===== src/rtl/hdr_pkg.sv =====
// hdr_pkg: shared widths and the hat weighting function for the HDR merge blocks
package hdr_pkg;
    localparam int PIX_G_W = 6;
    localparam int G_W = 8;
    localparam int W_W = 5;
    localparam int LNDT_W_DEF = 10;

    function automatic logic [7:0] hat_weight(input logic [7:0] z, input int pix_w);
        logic [7:0] m;
        m = 8'((1 << pix_w) - 1);
        return (z <= m - z) ? z : m - z;
    endfunction
endpackage


===== src/rtl/hdr_hat_weight.sv =====
// hdr_hat_weight: combinational hat weight min(Z, 2^PIX_W-1-Z), shared by all colour merges
module hdr_hat_weight import hdr_pkg::*; #(
    parameter int PIX_W = PIX_G_W
) (
    input  logic [PIX_W-1:0] pixel,
    output logic [PIX_W-2:0] weight
);
    assign weight = (PIX_W - 1)'(hat_weight(8'(pixel), PIX_W));
endmodule


===== src/rtl/hdr_green_merge.sv =====
// hdr_green_merge: Debevec weighted merge of NUM_EXP green exposures into num/den sums
module hdr_green_merge import hdr_pkg::*; #(
    parameter int NUM_EXP = 3,
    parameter int LNDT_W = LNDT_W_DEF,
    parameter int NUM_W = 18,
    parameter int DEN_W = 7
) (
    input  logic                      clk,
    input  logic                      rst_n,
    input  logic [NUM_EXP*LNDT_W-1:0] ln_dt,
    input  logic                      in_valid,
    output logic                      in_ready,
    input  logic                      in_first,
    input  logic [PIX_G_W-1:0]        in_pixel,
    output logic [PIX_G_W-1:0]        lut_pixel,
    output logic                      lut_clk_en,
    input  logic [G_W-1:0]            lut_data,
    output logic                      out_valid,
    input  logic                      out_ready,
    output logic signed [NUM_W-1:0]   out_num,
    output logic [DEN_W-1:0]          out_den,
    output logic                      out_zero_w,
    output logic                      err_sync
);
    localparam int KW = $clog2(NUM_EXP);
    localparam int TERM_W = (LNDT_W > G_W ? LNDT_W : G_W + 1) + 1;
    localparam int PROD_W = TERM_W + W_W;
    localparam logic [KW-1:0] K_LAST = KW'(NUM_EXP - 1);

    if (NUM_W < PROD_W + $clog2(NUM_EXP)) begin : g_num_w_check
        $error("NUM_W too narrow for the accumulated products");
    end

    logic en, take;
    logic [KW-1:0] cnt, k, s1_k;
    logic [W_W-1:0] w, s1_w;
    logic s1_valid, s1_last;
    logic signed [LNDT_W-1:0] ldt;
    logic signed [TERM_W-1:0] term;
    logic signed [PROD_W-1:0] prod;
    logic signed [NUM_W-1:0] acc_num, sum_num;
    logic [DEN_W-1:0] acc_den, sum_den;

    hdr_hat_weight #(.PIX_W(PIX_G_W)) u_weight (.pixel(in_pixel), .weight(w));

    assign en = !(out_valid && !out_ready);
    assign take = in_valid && en;
    assign in_ready = en;
    assign lut_clk_en = en;
    assign lut_pixel = in_pixel;
    // A mid-pixel in_first restarts the pixel at exposure 0
    assign k = in_first ? '0 : cnt;

    always_comb begin
        ldt = ln_dt[s1_k*LNDT_W +: LNDT_W];
        term = TERM_W'($signed({1'b0, lut_data})) - TERM_W'(ldt);
        prod = PROD_W'(term) * PROD_W'($signed({1'b0, s1_w}));
        sum_num = ((s1_k == '0) ? '0 : acc_num) + NUM_W'(prod);
        sum_den = ((s1_k == '0) ? '0 : acc_den) + DEN_W'(s1_w);
    end

    always_ff @(posedge clk) begin
        if (!rst_n) begin
            cnt <= '0;
            err_sync <= 1'b0;
            s1_valid <= 1'b0;
            s1_w <= '0;
            s1_k <= '0;
            s1_last <= 1'b0;
            acc_num <= '0;
            acc_den <= '0;
            out_valid <= 1'b0;
            out_num <= '0;
            out_den <= '0;
            out_zero_w <= 1'b0;
        end else begin
            if (take) begin
                cnt <= (k == K_LAST) ? '0 : k + 1'b1;
                err_sync <= err_sync || (in_first && cnt != '0);
            end
            if (en) begin
                s1_valid <= take;
                if (take) begin
                    s1_w <= w;
                    s1_k <= k;
                    s1_last <= (k == K_LAST);
                end
                // lut_data is only meaningful behind a valid stage-1 sample
                if (s1_valid) begin
                    acc_num <= s1_last ? '0 : sum_num;
                    acc_den <= s1_last ? '0 : sum_den;
                    if (s1_last) begin
                        out_num <= sum_num;
                        out_den <= sum_den;
                        out_zero_w <= (sum_den == '0);
                    end
                end
            end
            out_valid <= (en && s1_valid && s1_last) || (out_valid && !out_ready);
        end
    end
endmodule


===== config.mk =====
export PLATFORM = sky130hd
export DESIGN_NAME = hdr_green_merge
export DESIGN_NICKNAME = d
export VERILOG_FILES = /design/src/rtl/hdr_pkg.sv /design/src/rtl/hdr_hat_weight.sv /design/src/rtl/hdr_green_merge.sv
export SDC_FILE = /design/constraint.sdc
export NUM_CORES = 1
export LEC_CHECK = 0
export CAP_MARGIN = 40
export CORE_MARGIN = 3
export CORE_UTILIZATION = 39
export CTS_CLUSTER_SIZE = 30
export DETAILED_ROUTE_END_ITERATION = 7
export GPL_TIMING_DRIVEN = 1
export PLACE_DENSITY_LB_ADDON = 0.2
export SYNTH_ARGS = -nofsm -noshare
export SYNTH_HDL_FRONTEND = slang
export SYNTH_SLANG_ARGS = --single-unit

===== constraint.sdc =====
create_clock -name clk -period 8.55 [get_ports clk]
set_input_delay 1.71 -clock clk [delete_from_list [all_inputs] [get_ports clk]]
set_output_delay 1.71 -clock clk [all_outputs]
set_load 0.01 [all_outputs]

==> impl_metrics.tcl <==
set metrics [dict create \
    seq_area_frac_synth 0.209 \
    placedCellCount 1087 \
    cp_slowest_cell "fa_1" \
    synth-seq-cells 64 \
    wl_per_cell_um 13.8 \
    r2r_slack_ns 1.19 \
    drcViolationCount 0 \
    holdCritStartpoint "acc_num[0]" \
    rr_worst_depth 34 \
    vias 5575 \
    fp.dieW_um 132 \
    min_path_type "register to register" \
    final_net_count 1037 \
    synth_top_area_frac 0.209 \
    end_kind "register" \
    ant_nets 0 \
    std_cell_rows 45 \
    setup_viol 0 \
    finClkSkew_ns 0.00854 \
    drv_cap 0 \
    overflow 0 \
    cp.arrival_ns 8.49 \
    r2r-end "acc_num[17]" \
    dieArea_um2 17300 \
    hold_buffers 0 \
    cts_root_buf "clkbuf_16" \
    fin_crit_sh 0.965 \
    synth_edf_count 0 \
    syn-cell-area_um2 6140 \
    yosysUniqueCellTypes 65 \
    numCtsBuffers 9 \
    grt_max_degree 39 \
    core_region_area_um2 15300 \
    p_per_area_nw_per_um2 182 \
    worstSetupStartpointType "primary input" \
    drt-vias-per-instance 5.02 \
    slew_headroom 0.585 \
    grt.total_usage 0.183 \
    crit_required_ns 8.79 \
    grt_pass1_wl_mm 26.7 \
    crit_fanout 4 \
    critPathKind "primary input to register" \
    ys.flop_type "dfxtp_1" \
    finalHoldViolations 0 \
    min_period_ns 8.25 \
    insertion_delay_ns 0.34 \
    max_freq_mhz 121 \
    start_util 0.401 \
    slew_violations 0 \
    finalNonFillerCells 1110 \
    worst_pin_slew_ns 0.622 \
    finalSetupTns_ns 0 \
    firstDrtPassIters 4 \
    ctsLongestPathBuffers 2 \
    async_flop_share 0 \
    hold_depth 2 \
    grt_pass1_vias 5893 \
    pin_count 85 \
    synth_common_cells "inv_1, a21oi_1, nor2_1, and2_1, nand2_1" \
    syn_nets 905 \
    synth_cells 762 \
    netlist_top_cells_area "dfxtp_1, ha_1, fa_1" \
    antenna_found_initial 0 \
    wirelength_mm 15.3 \
    cpPeakStageDelay_ns 0.55 \
    cts.sinks 64 \
    hold_path_end "acc_num[0]" \
    yosysMostFrequentCell "inv_1" \
    syn_area_per_cell_um2 8.06 \
    timing.rr.start "s1_k[0]" \
    drive_above_1_share 0.171 \
    htree_levels 3 \
    leakagePower_nw 3.65 \
    die_h_um 132 \
    cp_common_cell "inv_2" \
    dpl.hpwl_mm 11.8 \
    outcome "finished clean" \
    routabilityCongestion 0.843 \
    syn_to_final_growth_pct 34.3 \
    ir_drop_mv 0.137 \
    yosys.area.top_type "dfxtp_1" \
    portBuffers 84 \
    yosysWarnings 0 \
    path_clk_slew_ns 0.06 \
    insertedDiodeCount 0 \
    cts_tree "built" \
    first_iter_violations 227 \
]
## layer usage
| metal | global-route usage | part of all wire | routed length (um) | up-vias |
|---|---|---|---|---|
| met3 | 0.0325 | 0.034 | 514 | 18 |
| met2 | 0.332 | 0.51 | 7790 | 88 |
| met1 | 0.221 | 0.44 | 6750 | 2636 |
| li1 | - | - | - | 2833 |
| met5 | 0 | 0 | 0 | - |
| met4 | 0.0502 | 0.016 | 244 | 0 |
## critical path, delay by kind of cell
kind | cells | cell delay (ns)
simple gates | 4 | 1.17
fa+ha+maj | 6 | 2.24
xor+xnor | 1 | 0.18
buf+inv | 5 | 0.66
mux | 1 | 0.10
compound gates | 14 | 2.40
## state kept, by name, summed over array words and instances (netlist names), 2 cells and up
signal   cells
acc_num     18
out_num     18
acc_den      7
out_den      7
s1_w         5
cnt          2
s1_k         2
## metrics by stage
stage	setup WS [ns]	hold WS (ns)	util	power, W	area (um^2)
6_report	0.303	0.445	0.539	0.00150	8250
5_1_grt	-0.0154	0.467	0.539	0.00163	8250
4_1_cts	0.00153	0.449	0.527	0.00148	8070
3_5_place_dp	-0.675	0.441	0.499	0.00105	7640
3_3_place_gp	-0.445	0.433	0.494	0.00104	7570
2_1_floorplan	0.0856	0.427	-	0.000797	6140
## layout make-up
type,count,area [um^2]
inverters,73,274
repair buffers,162,1490
clock inverters,7,96.3
clock buffers,9,225
flip-flops and latches,64,1280
multi-input cells,584,4620
well taps,211,264
fillers,1464,7060
## kinds of logic (layout without fill, tap and decap cells)
group	count (synthesis)	in the layout	share of synthesized area
buffers and inverters	114	251	0.0747
DFF	64	64	0.209
adders and majority gates	94	94	0.232
muxes	14	14	0.0228
AOI/OAI and AO/OA	172	172	0.185
and+or+nand+nor	263	263	0.215
xor gates and xnor gates	41	41	0.0627
## worst max path at each step
stage | from | endpoint | slack [ns] | cells past startpoint
floorplan | ln_dt[10] | acc_num[17] | 0.09 | 33
global placement | ln_dt[10] | acc_num[17] | -0.44 | 34
detailed placement | ln_dt[11] | acc_num[17] | -0.67 | 34
CTS | ln_dt[11] | acc_num[17] | 0.002 | 33
global route | ln_dt[11] | acc_num[17] | -0.02 | 34
finish | lut_data[1] | acc_num[17] | 0.30 | 31
## cell usage in the layout (no fill, tap or decap), drive strengths merged, types with 8 or more instances in the layout
cell type	count
fa	33
a21o	9
dfxtp	64
nor2b	12
xnor2	30
nand3b	8
nor2	68
ha	61
nor3	11
nand2	65
and2	65
a21boi	10
a21oi	71
xor2	11
dlymetal6s2s	11
mux2i	14
a22oi	11
clkdlybuf4s50	73
nand3	10
a211oi	9
clkbuf	9
buf	78
o21a	10
inv	73
o21ai	18
## power breakdown
part | switching, W | internal, W | leakage (nW) | total, W
logic | 0.000387 | 0.000387 | 2.98 | 0.000774
clock network | 0.000141 | 0.000255 | 0.148 | 0.000396
registers | 0.0000153 | 0.000314 | 0.519 | 0.000329
## what timing repair did
action,in CTS,in global routing
buffers inserted,1,7
gates resized for setup,22,44
pin swaps,12,44
setup endpoints to repair,10,12
Note: power is estimated with default switching activity, not from simulation.
